File: config.mk
export PLATFORM = sky130hd
export DESIGN_NAME = sync_fifo_reader_flat
export DESIGN_NICKNAME = d
export VERILOG_FILES = /design/src/rtl/sync_fifo_pkg.sv /design/src/rtl/sync_fifo_reader_if.sv /design/src/rtl/sync_fifo_reader_chk.sv /design/src/rtl/sync_fifo_reader_skid.sv /design/src/rtl/sync_fifo_reader.sv /design/src/flat_wrapper.sv
export SDC_FILE = /design/constraint.sdc
export NUM_CORES = 1
export LEC_CHECK = 0
export BUFFER_PORTS_ARGS = -buffer_cell sky130_fd_sc_hd__buf_2
export CORE_ASPECT_RATIO = 0.75
export CORE_MARGIN = 3
export CORE_UTILIZATION = 45
export CTS_BUF_LIST = sky130_fd_sc_hd__clkbuf_8 sky130_fd_sc_hd__clkbuf_16
export CTS_CLUSTER_SIZE = 24
export DETAILED_ROUTE_END_ITERATION = 10
export PLACE_DENSITY_LB_ADDON = 0.25
export RECOVER_POWER = 25
export SLEW_MARGIN = 20
export SYNTH_ARGS = -nofsm -noshare
export SYNTH_HDL_FRONTEND = slang
export SYNTH_SLANG_ARGS = --single-unit
File: constraint.sdc
create_clock -name clk -period 3.4 [get_ports clk]
set_input_delay 0.68 -clock clk [delete_from_list [all_inputs] [get_ports clk]]
set_output_delay 0.68 -clock clk [all_outputs]
set_load 0.05 [all_outputs]
File: src/rtl/sync_fifo_pkg.sv
// Shared definitions for the SYNC_FIFO read-side master: default data width,
// output-buffer sizing and the small arithmetic helpers used by the issue rule
// and the buffer occupancy update.
package sync_fifo_pkg;

  localparam int DEF_DWIDTH = 4;
  localparam int OCC_W      = 2;
  localparam int BUF_DEPTH  = 2;

  typedef logic [OCC_W-1:0] occ_t;

  // Occupancy after one clock with an optional push and an optional pop.
  function automatic occ_t occ_update(occ_t occ, logic push, logic pop);
    return occ + {1'b0, push} - {1'b0, pop};
  endfunction

  // A new FIFO read may be issued only if the words already held plus the
  // word still arriving, minus the word leaving this cycle, leave a free slot.
  function automatic logic may_issue(occ_t occ, logic inflight, logic pop);
    logic [OCC_W:0] sum_s;
    sum_s = {1'b0, occ} + {{OCC_W{1'b0}}, inflight} - {{OCC_W{1'b0}}, pop};
    return (sum_s < (OCC_W + 1)'(BUF_DEPTH));
  endfunction

endpackage

File: src/rtl/sync_fifo_reader_if.sv
// Bundles the FIFO read port and the downstream valid/ready stream seen by
// sync_fifo_reader. The master modport is the reader's view; the slave
// modport is the view of the environment (FIFO plus stream consumer).
interface sync_fifo_reader_if #(
  parameter int DWIDTH = 4
);

  logic              fifo_empty;
  logic              fifo_rd_en;
  logic [DWIDTH-1:0] fifo_rd_data;
  logic              m_valid;
  logic              m_ready;
  logic [DWIDTH-1:0] m_data;

  modport master (
    input  fifo_empty,
    input  fifo_rd_data,
    input  m_ready,
    output fifo_rd_en,
    output m_valid,
    output m_data
  );

  modport slave (
    output fifo_empty,
    output fifo_rd_data,
    output m_ready,
    input  fifo_rd_en,
    input  m_valid,
    input  m_data
  );

endinterface

File: src/rtl/sync_fifo_reader_chk.sv
// Safety properties for the FIFO reader: the output buffer never overfills,
// a word never arrives into a full buffer that is not draining, and the FIFO
// is never read while it reports empty.
module sync_fifo_reader_chk
  import sync_fifo_pkg::*;
(
  input logic clk,
  input logic rst,
  input occ_t occ,
  input logic inflight,
  input logic full,
  input logic pop,
  input logic rd_en,
  input logic fifo_empty
);

  a_occ_max: assert property (@(posedge clk) disable iff (rst)
    occ <= occ_t'(BUF_DEPTH));

  a_no_overfill: assert property (@(posedge clk) disable iff (rst)
    !(inflight && full && !pop));

  a_no_empty_read: assert property (@(posedge clk) disable iff (rst)
    !(rd_en && fifo_empty));

endmodule

File: src/rtl/sync_fifo_reader_skid.sv
// Two-entry output buffer for the FIFO reader. Words are written at the write
// index and presented from the read index; both indices are one bit wide and
// simply toggle. Storage clears on reset so the head word reads as zero.
module fifo_rd_skid
  import sync_fifo_pkg::*;
#(
  parameter int DWIDTH = DEF_DWIDTH
) (
  input  logic              clk,
  input  logic              rst,
  input  logic              push,
  input  logic [DWIDTH-1:0] push_data,
  input  logic              pop,
  output occ_t              occ,
  output logic              full,
  output logic              empty,
  output logic [DWIDTH-1:0] head_data
);

  logic [DWIDTH-1:0] mem_r [BUF_DEPTH];
  logic              wr_idx_r;
  logic              rd_idx_r;
  occ_t              occ_r;

  // Buffer storage, index toggling and occupancy tracking.
  always_ff @(posedge clk or posedge rst) begin
    if (rst) begin
      for (int i = 0; i < BUF_DEPTH; i++) begin
        mem_r[i] <= '0;
      end
      wr_idx_r <= 1'b0;
      rd_idx_r <= 1'b0;
      occ_r    <= '0;
    end else begin
      if (push) begin
        mem_r[wr_idx_r] <= push_data;
        wr_idx_r        <= ~wr_idx_r;
      end
      if (pop) begin
        rd_idx_r <= ~rd_idx_r;
      end
      occ_r <= occ_update(occ_r, push, pop);
    end
  end

  assign occ       = occ_r;
  assign full      = (occ_r == occ_t'(BUF_DEPTH));
  assign empty     = (occ_r == 2'd0);
  assign head_data = mem_r[rd_idx_r];

endmodule

File: src/rtl/sync_fifo_reader.sv
// Read-side master for SYNC_FIFO. Issues rd_en only when the FIFO has data and
// the output buffer is guaranteed a slot for the word one cycle later, then
// re-presents captured words as a valid/ready stream. No bypass path exists
// from the FIFO data to m_data, so read-to-output latency is two cycles.
module sync_fifo_reader
  import sync_fifo_pkg::*;
#(
  parameter int DWIDTH    = DEF_DWIDTH,
  parameter int CNT_WIDTH = 8
) (
  input  logic                 clk,
  input  logic                 rst,
  sync_fifo_reader_if.master   bus,
  output logic [CNT_WIDTH-1:0] word_cnt,
  output logic                 busy
);

  logic                 inflight_r;
  logic [CNT_WIDTH-1:0] word_cnt_r;
  logic                 pop_s;
  logic                 rd_en_s;
  logic                 full_s;
  logic                 empty_s;
  occ_t                 occ_s;
  logic [DWIDTH-1:0]    head_s;

  assign pop_s = ~empty_s & bus.m_ready;

  // Issue rule: read only from a non-empty FIFO, with buffer space reserved, never in reset.
  always_comb begin
    rd_en_s = 1'b0;
    if (rst) begin
      rd_en_s = 1'b0;
    end else begin
      rd_en_s = ~bus.fifo_empty & may_issue(occ_s, inflight_r, pop_s);
    end
  end

  // In-flight flag (FIFO data valid next cycle) and delivered-word counter.
  always_ff @(posedge clk or posedge rst) begin
    if (rst) begin
      inflight_r <= 1'b0;
      word_cnt_r <= '0;
    end else begin
      inflight_r <= rd_en_s;
      if (pop_s) begin
        word_cnt_r <= word_cnt_r + CNT_WIDTH'(1);
      end
    end
  end

  fifo_rd_skid #(
    .DWIDTH (DWIDTH)
  ) u_skid (
    .clk       (clk),
    .rst       (rst),
    .push      (inflight_r),
    .push_data (bus.fifo_rd_data),
    .pop       (pop_s),
    .occ       (occ_s),
    .full      (full_s),
    .empty     (empty_s),
    .head_data (head_s)
  );

  sync_fifo_reader_chk u_chk (
    .clk        (clk),
    .rst        (rst),
    .occ        (occ_s),
    .inflight   (inflight_r),
    .full       (full_s),
    .pop        (pop_s),
    .rd_en      (rd_en_s),
    .fifo_empty (bus.fifo_empty)
  );

  assign bus.fifo_rd_en = rd_en_s;
  assign bus.m_valid    = ~empty_s;
  assign bus.m_data     = head_s;
  assign word_cnt       = word_cnt_r;
  assign busy           = ~empty_s | inflight_r;

endmodule

File: src/flat_wrapper.sv
// flat-port wrapper written by rule: the top's interface ports become plain ports
module sync_fifo_reader_flat import sync_fifo_pkg::*;
#(
  parameter int DWIDTH    = DEF_DWIDTH,
  parameter int CNT_WIDTH = 8
)
  (clk, rst, word_cnt, busy, bus_fifo_empty, bus_fifo_rd_data, bus_m_ready, bus_fifo_rd_en, bus_m_valid, bus_m_data);
  sync_fifo_reader_if #(.DWIDTH(DWIDTH)) bus_i ();
  input  logic clk;
  input  logic rst;
  output logic [CNT_WIDTH-1:0] word_cnt;
  output logic busy;
  input wire logic [$bits(bus_i.fifo_empty)-1:0] bus_fifo_empty;
  input wire logic [$bits(bus_i.fifo_rd_data)-1:0] bus_fifo_rd_data;
  input wire logic [$bits(bus_i.m_ready)-1:0] bus_m_ready;
  output wire logic [$bits(bus_i.fifo_rd_en)-1:0] bus_fifo_rd_en;
  output wire logic [$bits(bus_i.m_valid)-1:0] bus_m_valid;
  output wire logic [$bits(bus_i.m_data)-1:0] bus_m_data;
  assign bus_i.fifo_empty = bus_fifo_empty;
  assign bus_i.fifo_rd_data = bus_fifo_rd_data;
  assign bus_i.m_ready = bus_m_ready;
  assign bus_fifo_rd_en = bus_i.fifo_rd_en;
  assign bus_m_valid = bus_i.m_valid;
  assign bus_m_data = bus_i.m_data;
  sync_fifo_reader #(.DWIDTH(DWIDTH), .CNT_WIDTH(CNT_WIDTH)) u_core (.clk(clk), .rst(rst), .bus(bus_i), .word_cnt(word_cnt), .busy(busy));
endmodule
Yosys cells after proc, flatten, opt, wreduce, memory -nomap -nowiden --
Cells that the tools add are included.
Storage, ports and cells: word-level logic and storage cells 34, input bits 8, output and inout port bits 15, flip-flop bits (word level) 21
Operators by class: $lt $le $gt $ge 4, reduce and logical (&&, ||, !) cells 2, muxes and demuxes 7, bitwise gates (word level) 9, add/sub/neg operators 5
Operator list (count):
- two-way mux 4 bit | 4
- adder 8 x 1 -> 8 bit, second input constant | 1
- bitwise mux 8 bit | 1
- demux 4 bit (select 1 bit) | 1
- >= comparator 2 bit, second input constant | 2
- NOT 1 bit | 4
- NOT 1 -> 2 bit | 2
- adder 2 x 1 -> 3 bit | 1
- < comparator 3 x 2 -> 1 bit, second input constant | 1
- subtractor 3 x 1 -> 3 bit | 1
- adder 2 x 1 -> 2 bit | 1
- AND 1 bit | 2
- zero test 2 bit | 1
- < comparator 2 x 1 -> 1 bit, second input constant | 1
- subtractor 2 x 1 -> 2 bit | 1
- logical AND 1 bit | 1
- two-way mux 1 bit | 1
- OR 1 bit | 1

Longest topological paths before layout --
Gate-level depths: netlist of the first run.
word-level depth 7, depth in mapped cells 8, mapped depth without buffers 8

By module --
Synthesis of the first run repeated with hierarchy kept, for this count alone.
Unflattened totals: cell total of the unflattened synthesis 75, area, all modules 978.4 sq um
Modules (own cells, without submodules):
- fifo_rd_skid | seq. area each 300.3 sq um, times used 1, cells an instance 38, area each 533.0 sq um
- sync_fifo_reader | seq. area each 225.2 sq um, times used 1, cells an instance 37, area each 445.4 sq um

Worst setup path before layout of the first run --
Ideal clock, no wire load.
path kind input to output, start point in bus_m_ready, end point out bus_fifo_rd_en, slack -0.695 ns, cell stages on the path 7, required time 2.720 ns, arrival 3.415 ns, buffers on the path 0, cell sequence o21ai_4 > inv_2 > ha_1 > inv_1 > ha_1 > fa_1 > nor4_1
On the way: word-level cells in the longest chain between the ends 5
RTL lines:
- start: declaration | RTL line flat_wrapper.sv:15 | input wire logic [$bits(bus_i.m_ready)-1:0] bus_m_ready;
- AND 1 bit | RTL line sync_fifo_reader.sv:27 | assign pop_s = ~empty_s & bus.m_ready;
- net u_core.pop_s | RTL line sync_fifo_reader.sv:20 | logic pop_s;
- subtractor 3 x 1 -> 3 bit | RTL line sync_fifo_pkg.sv:21 | sum_s = {1'b0, occ} + {{OCC_W{1'b0}}, inflight} - {{OCC_W{1'b0}}, pop};
- < comparator 3 x 2 -> 1 bit | RTL line sync_fifo_pkg.sv:22 | return (sum_s < (OCC_W + 1)'(BUF_DEPTH));
- AND 1 bit | RTL line sync_fifo_reader.sv:35 | rd_en_s = ~bus.fifo_empty & may_issue(occ_s, inflight_r, pop_s);
- two-way mux 1 bit | RTL line sync_fifo_reader.sv:32 | if (rst) begin
- end: declaration | RTL line flat_wrapper.sv:16 | output wire logic [$bits(bus_i.fifo_rd_en)-1:0] bus_fifo_rd_en;
The timed path passes the listed nets, and every way through them passes these cells.

Worst setup path after layout of the first run --
start point reg u_core.u_skid.occ_r[1] (netlist: u_core.u_skid.occ[1]), end point out bus_fifo_rd_en
On the way: word-level cells in the longest chain between the ends 7, elaborated cells between the ends (all ways) 8, classes of those cells add/sub: 2; order compare: 1; mux: 1; bitwise: 3; reduce/logical: 1
RTL lines:
- start: declaration | RTL line sync_fifo_reader_skid.sv:23 | occ_t occ_r;
- start signal: assignment | RTL line sync_fifo_reader_skid.sv:42 | occ_r <= occ_update(occ_r, push, pop);
- zero test 2 bit | RTL line sync_fifo_reader_skid.sv:48 | assign empty = (occ_r == 2'd0);
- NOT 1 bit | RTL line sync_fifo_reader.sv:27
- AND 1 bit | RTL line sync_fifo_reader.sv:27
- net u_core.pop_s | RTL line sync_fifo_reader.sv:20
- subtractor 3 x 1 -> 3 bit | RTL line sync_fifo_pkg.sv:21
- < comparator 3 x 2 -> 1 bit | RTL line sync_fifo_pkg.sv:22
- AND 1 bit | RTL line sync_fifo_reader.sv:35
- two-way mux 1 bit | RTL line sync_fifo_reader.sv:32
The timed path passes the listed nets, and every way through them passes these cells.

==> flow_summary.yaml, run 1 <==
sta:
  max_freq_mhz: 310
  finalClockSkew_ns: 0.00127
  rsz0062_at_grt: "no"
  finalWorstPathRequiredPeriod_ns: 3.23
  tightestPinTransition_ns: 0.765
  min_period_over_period: 0.950
  slew_headroom: 0.490
  setup_viol: 0
  finalWorstSetupSlack_ns: 0.172
  setup_tns_ns: 0
  hold_viol: 0
  maxSlewViolCount: 0
synth:
  synth_top_area_cell: "dfrtp_1"
  avgSynthCellArea_um2: 13.2
  ys_seq_area_frac: 0.554
  synth_top_area_share: 0.554
  synth_cell_types: 18
  ys_warn_count: 0
  syn_inst: 72
  syn_area_um2: 948
  ys_ff_latch: 21
  netlist_top_cells_area: "dfrtp_1 55%, mux2_2 14%, xnor2_1 5.5%"
  synth.net_count: 84
clock_network:
  holdBufCountCts: 0
  cts_resized: 0
  cts_setup_buffers: 0
  clk_pin_slew_ns: 0.07
  root_buffer: "clkbuf_8"
  h-tree-depth: 1
  clock_latency_ns: 0.26
  cts_sinks: 21
  cts_tree: "built"
  cts_buffer_depth: 2
  cts_buffers: 3
routing:
  wl_per_cell_um: 12.2
  wirelength_um: 1480
  ant_nets: 0
  num_vias: 597
  vias_per_cell: 4.93
  drtPass1Iterations: 3
  drcViolationCount: 0
  drtIter0Drc: 9
finish:
  area_growth_pct: 21.2
  nets: 112
  layout.cells.most_common: "buf_2"
  layout_common_cells: "22 x buf_2, 21 x dfrtp_1, 12 x mux2_2"
  fillers: 165
  antenna_cells: 0
  layout-drive-gt1-share: 0.424
worst_setup_path:
  crit_path_end_kind: "output pin"
  cp.required_ns: 2.72
  crit_fanout: 5
  critPathArrivalTime_ns: 2.55
  worstSetupStartpointType: "flop"
  crit_type: "reg2out"
floorplanning:
  die_width_um: 59.0
  io_pins: 23
  core_area_um2: 1850
  dieArea_um2: 2700
  fp-row-count: 13
  die_y_um: 45.8
  initial_core_util: 0.511
global_route:
  grt_use_total: 0.135
  grt_pass1_wl_um: 2590
  antenna_found_initial: 0
  grt_max_degree: 22
  overflow: 0
  grt_pass1_vias: 578
place:
  port_buffers: 22
  dp_slack_ns: 0.202
  dp_hpwl_um: 1130
  place_congestion: 0.667
job:
  cap_violations: 0
worst_hold_path:
  hold_class: "reg2reg"
outcome:
  status: "finished clean"
==> path summary, 6_finish.rpt <==
kind / to / start / slack (ns) / cells after the start
setup reg to reg: u_core.inflight_r$_DFF_PP0_ / u_core.u_skid.occ[1]$_DFF_PP0_ / 1.32 / 7
hold reg to reg: u_core.word_cnt[7]$_DFFE_PP0P_ / u_core.word_cnt[7]$_DFFE_PP0P_ / 0.48 / 1
setup / recovery: bus_fifo_rd_en / u_core.u_skid.occ[1]$_DFF_PP0_ / 0.17 / 8
min in group asynchronous: u_core.inflight_r$_DFF_PP0_ / rst / 0.58 / 2
hold / removal: u_core.word_cnt[7]$_DFFE_PP0P_ / u_core.word_cnt[7]$_DFFE_PP0P_ / 0.48 / 1
max in group asynchronous: u_core.u_skid.occ[0]$_DFF_PP0_ / rst / 2.35 / 2
==> per-layer routing <==
layer  part of all wire  up-vias  routed length [um]  global-route usage
met5                  0        -                   0                   0
met4             0.0095        0                  14              0.0407
met3              0.068        2                 101              0.0595
met2               0.44       15                 645               0.196
met1               0.48      284                 716               0.182
li1                   -      296                   -                   -
==> metrics by stage <==
| stage | instance area (um^2) | cells | hold slack [ns] | utilization |
|---|---|---|---|---|
| after floorplan | 963 | 72 | 0.454 | - |
| after global placement | 1110 | 117 | 0.450 | 0.598 |
| after detailed placement | 1110 | 117 | 0.474 | 0.598 |
| after CTS | 1150 | 121 | 0.486 | 0.622 |
| after global routing | 1150 | 121 | 0.508 | 0.620 |
| final | 1150 | 121 | 0.476 | 0.620 |
==> kinds of logic after synthesis <==
| kind of cell | share of synthesized area |
|---|---|
| adder cells (fa/ha/maj) | 0.0607 |
| buffers and inverters | 0.0237 |
| XOR/XNOR | 0.0923 |
| AO/OA/AOI/OAI | 0.0172 |
| multiplexers | 0.142 |
| AND/OR/NAND/NOR | 0.110 |
| flip-flops | 0.554 |
==> worst max-delay path: stages (launching register included) <==
cell	delay, ns
dfrtp_1	0.45
o21ai_4	0.18
inv_2	0.07
ha_1	0.27
inv_1	0.04
ha_1	0.18
fa_1	0.50
nor4_4	0.30
buf_2	0.30
==> sequential cells by signal (all words and copies together), names as in the netlist <==
name and count:
u_core.inflight_r 1, u_core.u_skid.mem_r 8, u_core.u_skid.occ 2, u_core.u_skid.rd_idx_r 1, u_core.u_skid.wr_idx_r 1, u_core.word_cnt 8
==> Yosys cell counts <==
library cell,n
xor2_1,4
nor4_1,1
or3_1,1
ha_1,3
nor3_1,2
or2_2,1
fa_1,1
nand2b_1,1
mux2_2,12
nor4_4,1
o21ai_4,1
inv_2,1
nand2_1,8
dfrtp_1,21
xnor2_1,6
inv_1,5
nand4_1,2
nand3_1,1
==> cell type report <==
| type | count | area, um^2 | area share |
|---|---|---|---|
| Clock buffer | 3 | 41.3 | 0.0359 |
| Clock inverter | 1 | 3.75 | 0.00326 |
| Inverter | 6 | 22.5 | 0.0196 |
| Multi-Input combinational cell | 45 | 415 | 0.361 |
| Sequential cell | 21 | 526 | 0.457 |
| Tap cell | 22 | 27.5 | 0.0239 |
| Timing Repair Buffer | 23 | 114 | 0.0990 |
Power of run 1 is left out: the tool's default activity adds up to more than one toggle a clock period on the data nets, which glitch-free logic cannot reach.
==> run 2: changes to the inputs <==
--- a/config.mk
+++ b/config.mk
@@ -7,2 +7,3 @@
 export LEC_CHECK = 0
+export ABC_AREA = 1
 export BUFFER_PORTS_ARGS = -buffer_cell sky130_fd_sc_hd__buf_2
==> constraint.sdc (replaced) <==
create_clock -name clk -period 3.4 [get_ports clk]
set_input_delay 0.51 -clock clk [delete_from_list [all_inputs] [get_ports clk]]
set_output_delay 0.51 -clock clk [all_outputs]
set_load 0.05 [all_outputs]
==> flow_summary.yaml, run 2 <==
routing:
  drcViolationCount: 0
  wl_per_cell_um: 10.6
  drtIter0Drc: 23
  num_vias: 785
  met2WireLength_um: 860
  ant_nets: 0
  vias_per_cell: 4.44
  top_layer: "met4"
  dr_wl_met3_um: 88
  drtPass1Iterations: 4
  wirelength_um: 1870
  wl_met1_um: 899
finish:
  fillers: 199
  layout.cells.most_common: "nand2_1"
  regArea_um2: 526
  layout-drive-gt1-share: 0.269
  multiInputGateArea_um2: 430
  area_growth_pct: 18.1
  antenna_cells: 0
  layout_common_cells: "38 x nand2_1, 22 x buf_2, 21 x dfrtp_1"
  nets: 158
sta:
  slew_headroom: 0.216
  tightestPinTransition_ns: 1.18
  hold_viol: 0
  setup_viol: 0
  finalClockSkew_ns: 0.00148
  maxSlewViolCount: 0
  rsz0062_at_grt: "no"
  setup_tns_ns: 0
  min_period_over_period: 0.874
  max_freq_mhz: 337
  finalWorstPathRequiredPeriod_ns: 2.97
clock_network:
  holdBufCountCts: 0
  clock_latency_ns: 0.26
  cts_setup_buffers: 0
  cts_buffer_depth: 2
  root_buffer: "clkbuf_8"
  cts_tree: "built"
  cts_buffers: 3
  cts_sinks: 21
  clk_pin_slew_ns: 0.07
  h-tree-depth: 1
  cts_resized: 0
worst_setup_path:
  slowest_delay_ns: 0.46
  timing.reg2reg.setup_slack_ns: 1.40
  crit_family: "adder cells"
  crit_path_top_delay_cell: "fa_1"
  r2r-start: "u_core.u_skid.occ[1]$_DFF_PP0_"
  worst-path-stages: 10
  worstSetupStartpointType: "flop"
  cp-endpoint: "bus_fifo_rd_en"
  path_cells: "nor2_4, nor2_4, ha_1, inv_1, ha_1, fa_1, nor2_1, nand2_1, nor2_1, buf_2"
  cp.required_ns: 2.89
  critPathArrivalTime_ns: 2.46
  crit_path_end_kind: "output pin"
  crit_type: "reg2out"
  r2r_cells: 9
  crit_buf_inv: 2
  crit_fanout: 4
  r2r_end: "u_core.inflight_r$_DFF_PP0_"
  cp-startpoint: "u_core.u_skid.occ[1]$_DFF_PP0_"
global_route:
  grt_pass1_vias: 676
  antenna_found_initial: 0
  grt_max_degree: 23
  grt_pass1_wl_um: 2900
  overflow: 0
  grt_use_total: 0.139
synth:
  synth_top_flop_cell: "dfrtp_1"
  syn_inst: 119
  synth_top_area_cell: "dfrtp_1"
  synth_commonest_cells: "38 x nand2_1, 21 x dfrtp_1, 20 x inv_1"
  ys_ff_latch: 21
  synth_top_area_share: 0.498
  synth-edff-count: 0
  ys_warn_count: 0
  synthAdderAreaFrac: 0.0546
  ys_seq_area_frac: 0.498
  synthMuxAreaShare: 0
  synth_cell_types: 20
  synth_compound_area_frac: 0.0427
  synth-xor-area-share: 0.0712
  async_flop_share: 1.00
  netlist_top_cells_area: "dfrtp_1 50%, nand2_1 14%, inv_1 7.1%"
  synthSimpleGateAreaFrac: 0.240
  avgSynthCellArea_um2: 8.86
  syn_area_um2: 1050
  synth.net_count: 131
  synth.most_common_cell: "nand2_1"
  synth_top_family_by_area: "simple AND/OR/NAND/NOR gates"
place:
  dp_hpwl_um: 1430
  port_buffers: 22
  place_congestion: 0.739
floorplanning:
  die_width_um: 61.9
  fp-row-count: 14
  core_area_um2: 2120
  io_pins: 23
  die_y_um: 47.9
  dieArea_um2: 2970
  initial_core_util: 0.498
job:
  cap_violations: 0
outcome:
  status: "finished clean"
worst_hold_path:
  hold_class: "in2reg"
## run 2: changes by cell type in the layout (fill, tap and decap cells not counted), moves of 2 or more
cell / change
inv_1: +14
mux2_2: -12
nand2_1: +30
nand2_2: +3
nand3_1: +2
nor2_1: +3
nor2_4: +3
nor3_1: -2
nor4_4: -2
o21ai_0: +5
o21ai_1: +4
xnor2_1: -5
xnor2_2: +3
xor2_1: -2
## run 2: layout make-up
type / count / area share
Timing Repair Buffer: 24 / 0.0974
Clock buffer: 3 / 0.0331
Clock inverter: 1 / 0.00402
Inverter: 22 / 0.0663
Sequential cell: 21 / 0.422
Multi-Input combinational cell: 74 / 0.345
Tap cell: 32 / 0.0321
## run 2: worst min path at each step
| stage | to | from | slack [ns] | cells after the start |
|---|---|---|---|---|
| after floorplan | u_core.u_skid.mem_r[0]$_DFFE_PP0P_ | u_core.u_skid.mem_r[0]$_DFFE_PP0P_ | 0.45 | 2 |
| after global placement | u_core.u_skid.mem_r[1]$_DFFE_PP0P_ | u_core.u_skid.mem_r[1]$_DFFE_PP0P_ | 0.47 | 2 |
| after detailed placement | u_core.u_skid.mem_r[7]$_DFFE_PP0P_ | u_core.u_skid.mem_r[7]$_DFFE_PP0P_ | 0.48 | 2 |
| after CTS | u_core.word_cnt[6]$_DFFE_PP0P_ | rst | 0.27 | 3 |
| after global routing | u_core.inflight_r$_DFF_PP0_ | bus_fifo_empty | 0.50 | 4 |
| final | u_core.inflight_r$_DFF_PP0_ | bus_fifo_empty | 0.48 | 4 |
## run 2: logic make-up (layout without fill, tap and decap cells)
family	Yosys count	count (layout)
buf+inv	24	50
xor+xnor	6	6
fa+ha+maj	4	4
simple gates	55	55
compound gates	9	9
flops	21	21
## run 2: routing by layer
layer  vias up  global-route usage
met5         -                   0
met4         0              0.0508
met3         5              0.0566
met2        12               0.213
met1       357               0.177
li1        411                   -
## run 2: stage by stage
stage | hold slack (ns) | setup WS [ns] | area, um^2 | cells | util
2_1_floorplan | 0.453 | 0.368 | 1050 | 119 | -
3_3_place_gp | 0.466 | 0.686 | 1200 | 173 | 0.568
3_5_place_dp | 0.482 | 0.668 | 1200 | 173 | 0.568
4_1_cts | 0.272 | 0.446 | 1250 | 177 | 0.590
5_1_grt | 0.496 | 0.235 | 1250 | 177 | 0.588
6_report | 0.479 | 0.429 | 1250 | 177 | 0.588
## run 2: worst reg2reg max path: cells and delay by family, from the launching register on
| kind | cells | cell delay [ns] |
|---|---|---|
| DFF | 1 | 0.44 |
| adders and majority gates | 3 | 0.90 |
| and+or+nand+nor | 5 | 0.54 |
| buffers and inverters | 1 | 0.04 |
Power of run 2 is left out for the same reason.
